[src/rtl/alu_pkg.sv]
// alu_pkg: opcode encodings and opcode classification helpers shared by the
// ALU arbiter and its response buffers.
//   is_flag_op(op) : 1 for opcodes that are allowed to update N/Z/V
//   is_ctrl_op(op) : 1 for the 11xx control group (B/BR/PCS/HLT)
package alu_pkg;

  localparam int ALU_OPW = 4;

  localparam logic [ALU_OPW-1:0] OP_ADD    = 4'b0000;
  localparam logic [ALU_OPW-1:0] OP_SUB    = 4'b0001;
  localparam logic [ALU_OPW-1:0] OP_XOR    = 4'b0010;
  localparam logic [ALU_OPW-1:0] OP_RED    = 4'b0011;
  localparam logic [ALU_OPW-1:0] OP_SLL    = 4'b0100;
  localparam logic [ALU_OPW-1:0] OP_SRA    = 4'b0101;
  localparam logic [ALU_OPW-1:0] OP_ROR    = 4'b0110;
  localparam logic [ALU_OPW-1:0] OP_PADDSB = 4'b0111;
  localparam logic [ALU_OPW-1:0] OP_LW     = 4'b1000;
  localparam logic [ALU_OPW-1:0] OP_SW     = 4'b1001;
  localparam logic [ALU_OPW-1:0] OP_LHB    = 4'b1010;
  localparam logic [ALU_OPW-1:0] OP_LLB    = 4'b1011;
  localparam logic [ALU_OPW-1:0] OP_B      = 4'b1100;
  localparam logic [ALU_OPW-1:0] OP_BR     = 4'b1101;
  localparam logic [ALU_OPW-1:0] OP_PCS    = 4'b1110;
  localparam logic [ALU_OPW-1:0] OP_HLT    = 4'b1111;

  // Opcodes whose result may legitimately update the N/Z/V flags.
  function automatic logic is_flag_op(input logic [ALU_OPW-1:0] op);
    case (op)
      OP_ADD, OP_SUB, OP_XOR, OP_SLL, OP_SRA, OP_ROR: return 1'b1;
      default:                                        return 1'b0;
    endcase
  endfunction

  // Control-flow group: accepted but the buffered result is forced to zero.
  function automatic logic is_ctrl_op(input logic [ALU_OPW-1:0] op);
    return (op[3:2] == 2'b11);
  endfunction

endpackage

[src/rtl/alu_rsp_buf.sv]
// alu_rsp_buf: one-entry valid/ready register slice.
//   load_i       : write load_data_i this cycle (caller only loads when the
//                  slot is empty or being drained)
//   load_data_i  : value to capture
//   out_ready_i  : consumer takes the entry this cycle
//   out_valid_o  : entry occupied
//   out_data_o   : entry contents, stable while out_valid_o & !out_ready_i
// A load in the same cycle as a drain keeps the slot full, so a consumer
// that is always ready sees one result per cycle with no bubble.
module alu_rsp_buf #(
  parameter int DW = 16
) (
  input  logic          clk,
  input  logic          rst,
  input  logic          load_i,
  input  logic [DW-1:0] load_data_i,
  input  logic          out_ready_i,
  output logic          out_valid_o,
  output logic [DW-1:0] out_data_o
);

  logic          valid_q, valid_d;
  logic [DW-1:0] data_q, data_d;

  always_comb begin
    valid_d = valid_q;
    data_d  = data_q;
    if (load_i) begin
      valid_d = 1'b1;
      data_d  = load_data_i;
    end else if (valid_q && out_ready_i) begin
      valid_d = 1'b0;
    end
  end

  always_ff @(posedge clk) begin
    if (rst) begin
      valid_q <= 1'b0;
      data_q  <= '0;
    end else begin
      valid_q <= valid_d;
      data_q  <= data_d;
    end
  end

  assign out_valid_o = valid_q;
  assign out_data_o  = data_q;

endmodule

[src/rtl/alu_arbiter.sv]
// alu_arbiter: shares one combinational 16-bit ALU between the pipeline EX
// stage (port 0) and the address-generation/aux unit (port 1).
//   reqN_valid/ready/op/a/b : request handshake per port
//   rspN_valid/ready/data   : registered one-entry response per port
//   alu_in1/alu_in2/opcode  : operands to the ALU from the granted port
//   alu_out                 : ALU result, captured at the end of the grant cycle
//   alu_flag_wen            : N/Z/V update permit, port 0 flag ops only
//   busy                    : any response held or any request pending
// Round-robin: when both ports are eligible the pointer port wins, and every
// grant hands priority to the other port.
module alu_arbiter #(
  parameter int DW      = 16,
  parameter int OPW     = 4,
  parameter int RR_INIT = 0
) (
  input  logic           clk,
  input  logic           rst,
  input  logic           req0_valid,
  output logic           req0_ready,
  input  logic [OPW-1:0] req0_op,
  input  logic [DW-1:0]  req0_a,
  input  logic [DW-1:0]  req0_b,
  output logic           rsp0_valid,
  input  logic           rsp0_ready,
  output logic [DW-1:0]  rsp0_data,
  input  logic           req1_valid,
  output logic           req1_ready,
  input  logic [OPW-1:0] req1_op,
  input  logic [DW-1:0]  req1_a,
  input  logic [DW-1:0]  req1_b,
  output logic           rsp1_valid,
  input  logic           rsp1_ready,
  output logic [DW-1:0]  rsp1_data,
  output logic [DW-1:0]  alu_in1,
  output logic [DW-1:0]  alu_in2,
  output logic [OPW-1:0] alu_opcode,
  input  logic [DW-1:0]  alu_out,
  output logic           alu_flag_wen,
  output logic           busy
);
  import alu_pkg::*;

  logic [1:0]    req_valid, rsp_valid, rsp_ready, elig, grant;
  logic [DW-1:0] rsp_data [2];
  logic [DW-1:0] cap_data;
  logic          ptr_q, ptr_d;

  assign req_valid = {req1_valid, req0_valid};
  assign rsp_ready = {rsp1_ready, rsp0_ready};

  genvar gi;
  generate
    for (gi = 0; gi < 2; gi++) begin : g_port
      // A full buffer that drains this cycle can accept the new result.
      assign elig[gi] = req_valid[gi] & (~rsp_valid[gi] | rsp_ready[gi]);

      alu_rsp_buf #(.DW(DW)) u_buf (
        .clk         (clk),
        .rst         (rst),
        .load_i      (grant[gi]),
        .load_data_i (cap_data),
        .out_ready_i (rsp_ready[gi]),
        .out_valid_o (rsp_valid[gi]),
        .out_data_o  (rsp_data[gi])
      );
    end
  endgenerate

  always_comb begin
    grant = 2'b00;
    if (!rst) begin
      if (elig == 2'b11) grant = ptr_q ? 2'b10 : 2'b01;
      else               grant = elig;
    end
  end

  always_comb begin
    ptr_d = ptr_q;
    if (grant[0])      ptr_d = 1'b1;
    else if (grant[1]) ptr_d = 1'b0;
  end

  always_ff @(posedge clk) begin
    if (rst) ptr_q <= (RR_INIT != 0);
    else     ptr_q <= ptr_d;
  end

  // Idle cycles present RED with zero operands, which has no flag effect.
  always_comb begin
    alu_in1    = '0;
    alu_in2    = '0;
    alu_opcode = OPW'(OP_RED);
    if (grant[0]) begin
      alu_in1    = req0_a;
      alu_in2    = req0_b;
      alu_opcode = req0_op;
    end else if (grant[1]) begin
      alu_in1    = req1_a;
      alu_in2    = req1_b;
      alu_opcode = req1_op;
    end
  end

  assign cap_data     = is_ctrl_op(alu_opcode) ? '0 : alu_out;
  assign alu_flag_wen = grant[0] & is_flag_op(req0_op);

  assign req0_ready = grant[0];
  assign req1_ready = grant[1];
  assign rsp0_valid = rsp_valid[0];
  assign rsp1_valid = rsp_valid[1];
  assign rsp0_data  = rsp_data[0];
  assign rsp1_data  = rsp_data[1];
  assign busy       = (|rsp_valid) | (|req_valid);

endmodule

[config.mk]
export PLATFORM = sky130hd
export DESIGN_NAME = alu_arbiter
export DESIGN_NICKNAME = d
export VERILOG_FILES = /design/src/rtl/alu_pkg.sv /design/src/rtl/alu_rsp_buf.sv /design/src/rtl/alu_arbiter.sv
export SDC_FILE = /design/constraint.sdc
export NUM_CORES = 1
export LEC_CHECK = 0
export CORE_ASPECT_RATIO = 1.5
export CORE_MARGIN = 2
export CORE_UTILIZATION = 38
export CTS_CLUSTER_DIAMETER = 120
export DETAILED_ROUTE_END_ITERATION = 6
export GPL_ROUTABILITY_DRIVEN = 0
export PLACE_DENSITY = 0.87
export SYNTH_ARGS = -nofsm -noshare
export SYNTH_HDL_FRONTEND = slang
export SYNTH_SLANG_ARGS = --single-unit
[constraint.sdc]
create_clock -name clk -period 3.72 [get_ports clk]
set_clock_uncertainty 0.05 [all_clocks]
set_input_delay 0.744 -clock clk [delete_from_list [all_inputs] [get_ports clk]]
set_output_delay 0.744 -clock clk [all_outputs]
set_load 0.02 [all_outputs]
==> flow_summary.json <==
{
  "pin_count": 168,
  "grt_pass1_vias": 2446,
  "power_density_nw_per_um2": 289,
  "p_int_mw": 0.851,
  "final.setup.tns_ps": 0,
  "layout_common_cells": "clkdlybuf4s50_1, nand2b_1, inv_1",
  "finalHoldViolCount": 0,
  "clockPowerShare": 0.285,
  "die_h_um": 101,
  "cts_tree": "done",
  "relSlewSlack": 0.577,
  "crit_fanout": 5,
  "drt_wl_total_mm": 7.81,
  "drc": 0,
  "r2r_start": "g_port[1].u_buf.out_valid_o",
  "synth_fp_nets": 392,
  "period_share": 0.950,
  "p_leak_nw": 1.74,
  "cts_max_level": 2,
  "switching_share": 0.301,
  "path_cells": "clkdlybuf4s50_1 > nor2b_2 > o311ai_4 > a2111oi_0 > clkdlybuf4s50_1",
  "grt.overflow.total": 0,
  "wl_per_cell_um": 14.7,
  "worst_slew_pin_slew_ps": 635,
  "drv_slew": 0,
  "setup_violations": 0,
  "worstSkewPairLatency_ps": 280,
  "critPathMostFrequentCell": "clkdlybuf4s50_1",
  "rsz0062_at_grt": "no",
  "syn_inst": 298,
  "hold_ws_ps": 425,
  "hold_start": "g_port[1].u_buf.out_data_o[8]",
  "n_antenna_cell": 0,
  "fin_ws_ps": 185,
  "drtPass1Iterations": 4,
  "antenna_found_initial": 0,
  "cp-start-kind": "input pin",
  "finalNonFillerCells": 532,
  "final_core_util": 0.688,
  "pwr-share-seq": 0.339,
  "power.share.combinational": 0.376,
  "avgViaCountPerCell": 5.04,
  "irDropWorstVdd_uv": 312,
  "cts_buffers": 5,
  "critPathArrivalTime_ps": 2740,
  "hold_class": "register to register",
  "critPathLaunch": "rsp1_ready",
  "crit_slowest_cell": "clkdlybuf4s50_1",
  "cts_sinks": 35,
  "clockBufferDepth": 2,
  "port_buffers": 167,
  "cpPeakStageDelay_ps": 720,
  "ys_warn_count": 0,
  "max_freq_mhz": 283,
  "grt_max_degree": 43,
  "ys_ff_latch": 35,
  "cts_hold_buf": 0,
  "postCtsSetupRepairBufs": 0,
  "synth_cell_types": 22,
  "hpwl_mm": 6.08,
  "dpl.cell_count": 524,
  "syn_area_um2": 2390,
  "p_switching_mw": 0.366,
  "grt_pass1_wl_mm": 11.3,
  "post-place-ws_ps": 208,
  "status": "finished, final reports clean",
  "nNetsFinal": 551,
  "min_period_ps": 3540,
  "p_total_mw": 1.22,
  "design_area_um2": 4220,
  "vias": 2681,
  "core_um2": 6130,
  "criticalPathCategory": "input pin to output pin",
  "root_buffer": "clkbuf_8",
  "cts_resized": 0,
  "layout-drive-gt1-share": 0.0590,
  "clkTransAtPathRegs_ps": 80,
  "synthToLayoutAreaGrowth_pct": 76.5,
  "setup.worst_path.end_class": "output pin",
  "placed_area_um2": 4100,
  "synth_area_per_cell_um2": 8.02,
  "seq_area_frac_synth": 0.293,
  "grt.total_usage": 0.213,
  "num_rows": 35,
  "final_antenna_net_count": 0,
  "cp.required_ps": 2930,
  "final_common_cell": "clkdlybuf4s50_1",
  "dieWidth_um": 68.7,
  "dieArea_um2": 6950,
  "maxCapViolCount": 0,
  "drt_iter0_drc": 46,
  "floorplan.initialDensity": 0.390
}
[flip-flops by register name, indices dropped and copies added (netlist names)]
name	cells
g_port.u_buf.out_valid_o	2
ptr_q	1
g_port.u_buf.out_data_o	32
[critical path: cells and delay by family]
kind	cells	cell delay, ps
and+or+nand+nor	1	220
buffers and inverters	2	1160
AOI/OAI and AO/OA	2	620
[final cells by class]
cell class / instances / area [um^2]
flip-flops and latches: 35 / 701
inverters: 36 / 135
multi-input cells: 200 / 1410
clock inverters: 3 / 43.8
fillers: 509 / 1910
repair buffers: 179 / 1770
clock buffers: 5 / 68.8
well taps: 74 / 92.6
[worst paths after layout]
| path | slack [ps] | cells past startpoint | end |
|---|---|---|---|
| max | 180 | 5 | alu_flag_wen |
| max reg2reg | 2010 | 5 | g_port[0].u_buf.out_data_o[4] |
| min reg2reg | 420 | 2 | g_port[1].u_buf.out_data_o[8] |
| min | 420 | 2 | g_port[1].u_buf.out_data_o[8] |
[power by group through the flow]
stage	Clock, mW	Combinational, mW	Sequential, mW
finish	0.347	0.458	0.413
global route	0.368	0.491	0.415
CTS	0.355	0.462	0.412
detailed placement	0	0.462	0.420
global placement	0	0.454	0.420
floorplan	0	0.199	0.447
[synth_stat cells]
master	number	area share
a2111oi_0	1	0.0037
a21oi_1	3	0.0063
a311o_1	1	0.0042
buf_2	7	0.015
buf_6	5	0.024
clkbuf_1	15	0.024
dfxtp_1	35	0.29
inv_1	36	0.057
mux2i_1	32	0.13
nand2_1	34	0.053
nand2b_1	67	0.18
nand2b_4	1	0.0058
nand3_1	1	0.0021
nor2_1	2	0.0031
nor2b_1	16	0.042
nor2b_2	1	0.0037
o21ai_0	1	0.0021
o311ai_4	1	0.011
o32a_1	2	0.0084
o32ai_1	34	0.12
or2_2	2	0.0052
or4_1	1	0.0031
[cell families after synthesis]
group / synth area share
muxes: 0.134
buffers and inverters: 0.118
AOI/OAI and AO/OA: 0.160
and+or+nand+nor: 0.294
DFF: 0.293
[layer usage]
layer  global-route usage  wire (um)  vias up
met5                    0          0        -
met4               0.0890        207        0
met3               0.0782        973       15
met2                0.374       3810      130
met1                0.222       2820     1226
li1                     -          -     1310
No activity file was read; power rests on OpenSTA's default activity.
